[src/rtl/sorter_pkg.sv]
// Shared types and helpers for the iterative odd-even transposition sorter.
package sorter_pkg;

    typedef enum logic [1:0] {
        ST_IDLE = 2'd0,
        ST_SORT = 2'd1,
        ST_DONE = 2'd2
    } state_e;

    // Phase counter width: clog2(n), never less than one bit.
    function automatic int unsigned phase_w(input int unsigned n);
        int unsigned w;
        w = $clog2(n);
        return (w < 1) ? 1 : w;
    endfunction

endpackage

[src/rtl/sort_cx.sv]
// Combinational compare-exchange cell; lo_idx_out lands at the lower array index.
module sort_cx #(
    parameter int unsigned W = 8
) (
    input  logic [W-1:0] a,
    input  logic [W-1:0] b,
    input  logic         desc,
    output logic [W-1:0] lo_idx_out,
    output logic [W-1:0] hi_idx_out
);

    logic swap_c;

    // Strict compares so equal values never swap.
    assign swap_c     = desc ? (a < b) : (a > b);
    assign lo_idx_out = swap_c ? b : a;
    assign hi_idx_out = swap_c ? a : b;

endmodule

[src/rtl/sorter_oet.sv]
// Iterative odd-even transposition sorter: one compare-exchange rank per enabled cycle,
// with valid/ready handshakes on input and output.
module sorter_oet
    import sorter_pkg::*;
#(
    parameter int unsigned N = 8,
    parameter int unsigned W = 8
) (
    input  logic           clk,
    input  logic           rst,
    input  logic           enable,
    input  logic           in_valid,
    output logic           in_ready,
    input  logic [N*W-1:0] in_data,
    input  logic           in_desc,
    output logic           out_valid,
    input  logic           out_ready,
    output logic [N*W-1:0] out_data,
    output logic           busy
);

    localparam int unsigned PW    = phase_w(N);
    localparam int unsigned NE    = N / 2;
    localparam int unsigned NO    = (N - 1) / 2;
    localparam int unsigned LAST  = N - 1;

    state_e          state_q, state_d;
    logic [N*W-1:0]  data_q, data_d;
    logic [PW-1:0]   phase_q, phase_d;
    logic            desc_q, desc_d;

    logic [N*W-1:0]  even_arr_c;
    logic [N*W-1:0]  odd_arr_c;
    logic            accept_c;
    logic            phase_last_c;

    assign accept_c     = in_valid && in_ready;
    assign phase_last_c = (phase_q == PW'(LAST));

    // Even rank: pairs (0,1), (2,3), ...; a trailing element passes through for odd N.
    for (genvar k = 0; k < NE; k++) begin : g_even
        sort_cx #(.W(W)) u_cx (
            .a          (data_q[(2*k)*W +: W]),
            .b          (data_q[(2*k+1)*W +: W]),
            .desc       (desc_q),
            .lo_idx_out (even_arr_c[(2*k)*W +: W]),
            .hi_idx_out (even_arr_c[(2*k+1)*W +: W])
        );
    end
    if (N % 2 == 1) begin : g_even_tail
        assign even_arr_c[(N-1)*W +: W] = data_q[(N-1)*W +: W];
    end

    // Odd rank: pairs (1,2), (3,4), ...; element 0 always passes, the last one too for even N.
    for (genvar k = 0; k < NO; k++) begin : g_odd
        sort_cx #(.W(W)) u_cx (
            .a          (data_q[(2*k+1)*W +: W]),
            .b          (data_q[(2*k+2)*W +: W]),
            .desc       (desc_q),
            .lo_idx_out (odd_arr_c[(2*k+1)*W +: W]),
            .hi_idx_out (odd_arr_c[(2*k+2)*W +: W])
        );
    end
    assign odd_arr_c[0 +: W] = data_q[0 +: W];
    if (N % 2 == 0) begin : g_odd_tail
        assign odd_arr_c[(N-1)*W +: W] = data_q[(N-1)*W +: W];
    end

    // State register
    always_ff @(posedge clk or posedge rst) begin
        if (rst) begin
            state_q <= ST_IDLE;
        end else begin
            state_q <= state_d;
        end
    end

    // Next-state logic
    always_comb begin
        state_d = state_q;
        unique case (state_q)
            ST_IDLE: if (accept_c)                state_d = ST_SORT;
            ST_SORT: if (enable && phase_last_c)  state_d = ST_DONE;
            ST_DONE: if (out_ready)               state_d = ST_IDLE;
            default:                              state_d = ST_IDLE;
        endcase
    end

    // Outputs decoded from state; in_ready is also held low while reset is asserted.
    always_comb begin
        in_ready  = 1'b0;
        out_valid = 1'b0;
        busy      = 1'b0;
        unique case (state_q)
            ST_IDLE: in_ready = !rst;
            ST_SORT: busy = 1'b1;
            ST_DONE: begin
                out_valid = 1'b1;
                busy      = 1'b1;
            end
            default: in_ready = 1'b0;
        endcase
    end

    // Datapath next state: load on accept, one rank per enabled SORT cycle.
    always_comb begin
        data_d  = data_q;
        phase_d = phase_q;
        desc_d  = desc_q;
        if (accept_c) begin
            data_d  = in_data;
            phase_d = '0;
            desc_d  = in_desc;
        end else if ((state_q == ST_SORT) && enable) begin
            data_d  = phase_q[0] ? odd_arr_c : even_arr_c;
            phase_d = phase_last_c ? phase_q : phase_q + PW'(1);
        end
    end

    always_ff @(posedge clk or posedge rst) begin
        if (rst) begin
            data_q  <= '0;
            phase_q <= '0;
            desc_q  <= 1'b0;
        end else begin
            data_q  <= data_d;
            phase_q <= phase_d;
            desc_q  <= desc_d;
        end
    end

    assign out_data = data_q;

endmodule

[config.mk]
export PLATFORM = sky130hd
export DESIGN_NAME = sorter_oet
export DESIGN_NICKNAME = d
export VERILOG_FILES = /design/src/rtl/sorter_pkg.sv /design/src/rtl/sort_cx.sv /design/src/rtl/sorter_oet.sv
export SDC_FILE = /design/constraint.sdc
export NUM_CORES = 1
export LEC_CHECK = 0
export ABC_AREA = 1
export CAP_MARGIN = 20
export CORE_ASPECT_RATIO = 0.5
export CORE_MARGIN = 1
export CORE_UTILIZATION = 51
export DETAILED_ROUTE_END_ITERATION = 12
export GPL_ROUTABILITY_DRIVEN = 0
export PLACE_DENSITY_LB_ADDON = 0.1
export SLEW_MARGIN = 20
export SYNTH_ARGS = -nofsm -noshare
export SYNTH_HDL_FRONTEND = slang
export SYNTH_SLANG_ARGS = --single-unit
[constraint.sdc]
create_clock -name clk -period 2.39 [get_ports clk]
set_clock_uncertainty 0.1 [all_clocks]
set_input_delay 0.5975 -clock clk [delete_from_list [all_inputs] [get_ports clk]]
set_output_delay 0.5975 -clock clk [all_outputs]
set_load 0.01 [all_outputs]
Yosys cells after proc, flatten, opt, wreduce, memory -nomap -nowiden
Cells that the tools add are included.
{ "totals": {"in_bits": 70, "ff_bits": 70, "output_inout_bits": 67, "word_cells": 94} }
{ "op_classes": {"muxes": 34, "reduce_logical": 23, "n_eq_ne": 11, "addsub": 1, "order_cmp": 14} }
{ "ops": {"columns": ["op", "count"], "rows": [
  ["64-bit two-way mux", 3],
  ["8-bit two-way mux", 14],
  ["8-bit greater-than comparator", 7],
  ["8-bit less-than comparator", 7],
  ["3-bit AND reduction", 9],
  ["3-bit nonzero test", 4],
  ["1-bit two-way mux", 10],
  ["3-bit two-way mux", 3],
  ["3-bit by 1-bit inequality test with 1-bit output (second input constant)", 3],
  ["2-bit inequality test (second input constant)", 4],
  ["2-bit two-way mux", 3],
  ["2-bit one-hot mux with 3 select lines", 1],
  ["2-bit nonzero test", 3],
  ["3-bit by 1-bit adder with 3-bit output (second input constant)", 1],
  ["3-bit == test (second input constant)", 1],
  ["1-bit logical AND", 3],
  ["2-bit by 1-bit == test with 1-bit output (second input constant)", 1],
  ["2-bit == test (second input constant)", 1],
  ["2-bit zero test", 1],
  ["2-bit by 1-bit inequality test with 1-bit output (second input constant)", 1],
  ["2-bit AND reduction", 1],
  ["2-bit OR reduction", 1],
  ["1-bit zero test", 1]
]} }

Longest topological paths before layout
{ "depth": {"ltp_word": 6, "ltp_mapped": 15} }

Hierarchy
A second synthesis with hierarchy kept.
{ "unflattened": {"cells_unflattened": 1269, "area_unflattened_um2": 7796.2} }
{ "modules_own_cells": {"columns": ["module", "n_inst", "area_per_inst_um2", "cells_per_inst"], "rows": [
  ["sorter_oet", 1, 4345.4, 632],
  ["sort_cx", 7, 493.0, 91]
]} }

Worst setup path after synthesis
No wires, ideal clock.
{ "synth_path": {"path_type": "input port to flip-flop", "startpoint": "input port rst", "endpoint": "register data_q[22] (netlist: out_data[22])", "required_ns": 2.172, "arrival_time_ns": 2.507, "cell_stages": 8, "path_slack_ns": -0.335, "setup_time_ns": 0.118, "cell_sequence": "inv_2 > nand3_4 > nand2_1 > buf_2 > clkbuf_1 > o221ai_1 > nand4_1 > nand2_1"} }
{ "synth_via": {"elab_chain_len": 5, "word_cells_on_any_way": 8, "classes_between": "1 x eq/ne; 2 x mux; 5 x reduce/logical"} }
{ "synth_lines": {"columns": ["element", "line", "rtl"], "rows": [
  ["from (decl)", "sorter_oet.sv:10", "input logic rst,"],
  ["1-bit zero test (no line) *", null, null],
  ["1-bit two-way mux *", "sorter_oet.sv:94", "unique case (state_q)"],
  ["1-bit logical AND *", "sorter_oet.sv:37", "assign accept_c = in_valid && in_ready;"],
  ["3-bit by 1-bit inequality test with 1-bit output (no line) (tied with other cells)", null, null],
  ["3-bit AND reduction (no line)", null, null],
  ["to (signal assigned)", "sorter_oet.sv:126", "data_q <= data_d;"],
  ["to (decl)", "sorter_oet.sv:28", "logic [N*W-1:0] data_q, data_d;"]
]} }
Mark *: on every way between the ends. The rest lies on a longest branch, timed or not.
A chain may end at the register's enable or synchronous reset.

Final worst setup path
{ "layout_path": {"startpoint": "register state_q[0]", "endpoint": "output port busy"} }
{ "layout_via": {"elab_chain_len": 3, "word_cells_on_any_way": 4, "classes_between": "2 x eq/ne; 1 x mux; 1 x reduce/logical"} }
{ "layout_lines": {"columns": ["element", "line", "rtl"], "rows": [
  ["from (decl)", "sorter_oet.sv:27", "state_e state_q, state_d;"],
  ["from (signal assigned)", "sorter_oet.sv:74", "state_q <= state_d;"],
  ["2-bit by 1-bit == test with 1-bit output or 2-bit == test (tied branches)", "sorter_oet.sv:94", null],
  ["2-bit OR reduction (no line) *", null, null],
  ["1-bit two-way mux *", "sorter_oet.sv:94", null],
  ["to (decl)", "sorter_oet.sv:19", "output logic busy"]
]} }
Marks and branches as above.

==> results.py <==
metrics = {
    "logic_synthesis": {
        "synth_compound_area_frac": 0.128,
        "synth-seq-cells": 70,
        "syn_area_per_cell_um2": 7.16,
        "synthAdderAreaFrac": 0.142,
        "synth_top_family_by_area": "simple AND/OR/NAND/NOR gates",
        "yosys_warnings": 0,
        "synth_cells": 763,
        "yosysSeqAreaShare": 0.320,
        "synth-xor-area-share": 0,
        "synthMuxAreaShare": 0,
        "mappedNetlistNets": 895,
        "synth_top_area_cell": "dfrtp_1",
        "synth_area_um2": 5470,
        "synth_simple_gate_area_frac": 0.318,
        "synth_top_area_frac": 0.320,
        "synthTopCellsByArea": "dfrtp_1 32%, nand2_1 20%, ha_1 14%, o221ai_1 6.6%, inv_1 6.2%",
        "yosysUniqueCellTypes": 22,
    },
    "routing": {
        "vias": 6187,
        "wl_um": 18600,
        "dr.first_iter.drc_count": 583,
        "wl_per_cell_um": 17.3,
        "vias_per_cell": 5.75,
        "drt_first_pass_iters": 5,
        "drtAntennaViolNets": 0,
        "drc_errors": 0,
    },
    "worst_setup_path": {
        "crit_arrival_ns": 1.65,
        "critPathLaunchType": "flop",
        "cp.required_ns": 1.69,
        "critical_path_peak_fanout": 4,
        "path_class": "flop to primary output",
        "endpoint_kind": "primary output",
        "worst_r2r_path_depth": 9,
    },
    "min_path": {
        "min_path_cells": 2,
        "hold_path_class": "flop to flop",
    },
    "clocking": {
        "numCtsBuffers": 9,
        "clockRootBuffer": "clkbuf_16",
        "clock-sinks": 70,
        "insertion_delay_ns": 0.34,
        "ctsHoldBuffers": 0,
        "cts_tree": "built",
        "clk_pin_slew_ns": 0.06,
        "clockBufferDepth": 2,
        "cts_max_level": 3,
    },
    "cells_and_area": {
        "multi_input_area_um2": 3230,
        "fill_cells": 842,
        "drive_gt1_frac": 0.0865,
        "area_growth_pct": 39.5,
        "regArea_um2": 1750,
        "num_antenna_cells": 0,
        "final_nets": 1064,
        "stdcell_count": 1076,
    },
    "timing": {
        "drv_slew": 0,
        "rsz0062_at_grt": "no",
        "max_freq_mhz": 426,
        "tightest_slew_ns": 0.917,
        "post-route-period-util": 0.982,
        "relSlewSlack": 0.389,
        "period_needed_ns": 2.35,
        "setup_viol": 0,
        "final_hold_viol_count": 0,
        "setup_tns_ns": 0,
    },
    "pwr": {
        "ir_drop_mv": 0.721,
        "pwr-share-seq": 0.188,
        "clkPwrFrac": 0.102,
        "p_per_area_nw_per_um2": 1590,
        "combPwrFrac": 0.710,
        "leakage_nw": 3.74,
        "internal-power_mw": 5.97,
        "switching_share": 0.508,
        "power.switching_mw": 6.16,
    },
    "placed_design": {
        "portBuffers": 136,
        "dp_hpwl_um": 14300,
        "dp.cells": 1060,
    },
    "floorplanning": {
        "row_count": 26,
        "initial_utilization": 0.530,
        "die_area_um2": 11200,
        "die_w_um": 148,
        "ioPinCount": 137,
        "core_area_um2": 10300,
        "die_y_um": 75.2,
    },
    "run": {
        "drv_cap": 0,
    },
    "global_routing": {
        "grt_use_total": 0.343,
        "grt_pass1_vias": 5366,
        "overflow": 0,
        "grt_pass1_wl_um": 28500,
        "grt_max_degree": 71,
        "antenna_found_initial": 0,
    },
    "outcome": {
        "status": "complete, no violations",
    },
}
-- cells in the final DEF (no fill, tap or decap) --
master           Yosys  routed
clkbuf_8             0       2
clkbuf_1            10       3
nand3_4              1       1
inv_4                0       1
inv_2                4       4
dlygate4sd2_1        0       1
o21a_1               2       2
buf_12               0       7
ha_1                62      61
nand2_1            294     294
nand2_2              1       1
inv_1               91      90
clkdlybuf4s50_1      0     135
nand3_2              6       6
nand4_1             50      50
clkinv_2             0       1
nand3_1             30      30
nor2_1              21      21
nor2_4               1       1
o211ai_1             8       8
o21ai_0             21      21
o21ai_4              0       1
o221ai_1            41      41
a21oi_1             23      23
clkbuf_16            0       9
ha_2                 0       1
buf_4                0      46
dfrtp_1             70      70
a21o_1               5       5
-- per-stage QoR --
step / hold slack [ns] / worst slack, ns / instance area, µm² / util / total power [mW]
floorplan: 0.407 / 0.0385 / 5470 / - / 7.07
global placement: 0.390 / -0.0281 / 7350 / 0.713 / 10.3
detailed placement: 0.394 / -0.0185 / 7350 / 0.713 / 10.6
CTS: 0.407 / 0.0447 / 7620 / 0.739 / 11.9
global route: 0.449 / 0.00168 / 7630 / 0.740 / 13.1
finish: 0.405 / 0.0423 / 7630 / 0.740 / 12.1
-- final cells by class --
class / count / area share
multi-input cells: 567 / 0.423
repair buffers: 189 / 0.242
well taps: 140 / 0.0230
clock inverters: 1 / 0.000656
clock buffers: 14 / 0.0346
inverters: 95 / 0.0471
flip-flops and latches: 70 / 0.230
-- Yosys cell counts --
master    count
nor2_1       21
o21ai_2       1
a21oi_1      23
nand3_2       6
inv_1        91
nand3_4       1
nand2_1     294
nor2_4        1
dfrtp_1      70
nand4_1      50
o21a_1        2
inv_2         4
clkbuf_1     10
o211ai_1      8
o21ai_0      21
nand3_1      30
nand2_2       1
ha_1         62
a21o_1        5
buf_2        20
o221ai_1     41
buf_1         1
-- worst paths after layout --
path,slack (ns),start,end
setup / recovery,0.04,state_q[0]$_DFFE_PP0P_,busy
hold / removal,0.40,out_data[0]$_DFFE_PP0P_,out_data[0]$_DFFE_PP0P_
setup reg to reg,0.18,out_data[23]$_DFFE_PP0P_,out_data[20]$_DFFE_PP0P_
hold reg to reg,0.40,out_data[0]$_DFFE_PP0P_,out_data[0]$_DFFE_PP0P_
max in group asynchronous,0.72,rst,out_data[34]$_DFFE_PP0P_
min in group asynchronous,0.85,rst,out_data[6]$_DFFE_PP0P_
-- logic make-up (layout without fill, tap and decap cells) --
group,Yosys count,in the layout
AOI/OAI and AO/OA,101,101
adders and majority gates,62,62
buffers and inverters,126,299
DFF,70,70
and+or+nand+nor,404,404
-- power groups by stage --
stage / registers [mW] / logic, mW / clock network [mW]
2_1_floorplan: 2.28 / 4.79 / 0
6_report: 2.28 / 8.61 / 1.24
5_1_grt: 2.34 / 9.46 / 1.31
3_5_place_dp: 2.27 / 8.33 / 0
3_3_place_gp: 2.26 / 8.05 / 0
4_1_cts: 2.26 / 8.41 / 1.24
-- repair_timing --
action | 4_1_cts | 5_1_grt
endpoints found under the setup margin | 1 | 1
buffers inserted | 0 | 1
pin swaps | 0 | 0
gates resized for setup | 2 | 0
endpoints found under the hold margin | 0 | 0
-- worst max-delay path: stages, from the launching register on --
cell and delay (ns):
dfrtp_1 0.40, inv_1 0.08, ha_2 0.31, clkdlybuf4s50_1 0.53
-- layer usage --
metal	part of all wire	global-route usage
met4	0.011	0.0733
met5	0	0
met2	0.42	0.513
met1	0.45	0.501
met3	0.11	0.0867
-- registers in the layout, indices dropped and copies added, names as in the netlist --
| signal | flops |
|---|---|
| state_q | 2 |
| out_data | 64 |
| desc_q | 1 |
| phase_q | 3 |
(Power assumes the default switching activity.)
==> variant, RTL diff (same flow settings) <==
Reset style: synchronous (`rst`), changed in 2 clocked blocks.
--- a/src/rtl/sorter_oet.sv
+++ b/src/rtl/sorter_oet.sv
@@ -69,3 +69,3 @@
     // State register
-    always_ff @(posedge clk or posedge rst) begin
+    always_ff @(posedge clk) begin
         if (rst) begin
@@ -119,3 +119,3 @@
 
-    always_ff @(posedge clk or posedge rst) begin
+    always_ff @(posedge clk) begin
         if (rst) begin
Behaviour: differs if rst is asserted again (counterexample within 4 cycles, from zero or initial values and one cycle with rst high); with rst held inactive, the same outputs for 4 cycles.
==> variant against the unedited design <==
  * Clock power up 8%
  * Global-route usage down 0.87 points
  * Setup slack better by 0.047 ns
  * Wire length up 5.9%
  * Total power down 26%
  * Sequential cell count unchanged
  * Cell area up 4.7%
  * Synthesized area up 7.8%
  * Critical path type unchanged
  * Largest cell class unchanged
  * Largest power group unchanged
==> variant: results (changes against the unedited design) <==
status completed (unchanged); routed wl met2 8150 um (was 7860 um); routed wl met3 2200 um (was 2100 um); async set-or-reset flop fraction in the synthesized netlist 0% (was 100%); pin slew with the least headroom to its limit 0.325 ns (was 0.917 ns); fill cell count 960 (was 842); Finished Cell Area 7990 um2 (was 7630 um2); vias in the first global route 6293 (was 5366); multi-input gates 662 (was 567); Max IR drop VDD 0.624 mV (was 0.721 mV); compound-cell area share of the yosys netlist 13.0% (was 12.8%); Crit path arrival time 1.60 ns (was 1.65 ns); fraction of layout cells with a size suffix above 1 8.06% (was 8.65%); DP Area 7700 um2 (was 7350 um2); WL/cell 15.6 um (was 17.3 um); met2 usage in global routing 51.5% (was 51.3%); Mapped Cells 948 (was 763); Non-Filler Instances 1262 (was 1076); DP Wirelength 15300 um (was 14300 um); Metal-1 WL 8900 um (was 8400 um); Seq area share 17.5% (was 23.0%); Clock Buffer Count 10 (was 14); Main synth FF type dfxtp_1 (was dfrtp_1); list of most frequent post-synthesis cells nand2_1, inv_1, nor2_1 (was nand2_1, inv_1, dfrtp_1); Mapped Nets 1080 (was 895); Int Pwr 0.00460 W (was 0.00597 W); area of the multi-input gates 3610 um2 (was 3230 um2); Buffers excl. clock 191 (was 189); first-pass GRT wire length 31400 um (was 28500 um); pre-CTS setup slack -0.164 ns (was -0.0185 ns); Clock buf/inv share 3.65% (was 3.53%); LEAKAGE 3.61 nW (was 3.74 nW); adder-cell share of the synthesized area 13.2% (was 14.2%); post-synthesis sequential area ratio 23.8% (was 32.0%); grt met1 use 46.6% (was 50.1%); Die Width 154 um (was 148 um); crit path max fanout 3 (was 4); post-DR vias/cell 5.42 (was 5.75); GR Util All Layers 33.4% (was 34.3%)
-- variant: path summary, 6_finish.rpt --
path                                                start                         to  slack [ns]  depth (start not counted)
worst max-delay path              state_q[0]$_SDFFE_PP0P_                       busy        0.09                          3
worst min-delay path              phase_q[2]$_SDFFE_PP0P_    phase_q[2]$_SDFFE_PP0P_        0.38                          2
worst max register to register  out_data[19]$_SDFFE_PP0P_  out_data[12]$_SDFFE_PP0P_        0.17                         15
worst min register to register    phase_q[2]$_SDFFE_PP0P_    phase_q[2]$_SDFFE_PP0P_        0.38                          2
-- variant: power groups by stage --
stage                     clock (W)  combinational, W  sequential [W]
after CTS                   0.00135           0.00572         0.00175
after global routing        0.00141           0.00645         0.00179
final                       0.00134           0.00581         0.00177
after floorplan                   0           0.00357         0.00176
after global placement            0           0.00548         0.00177
after detailed placement          0           0.00566         0.00178
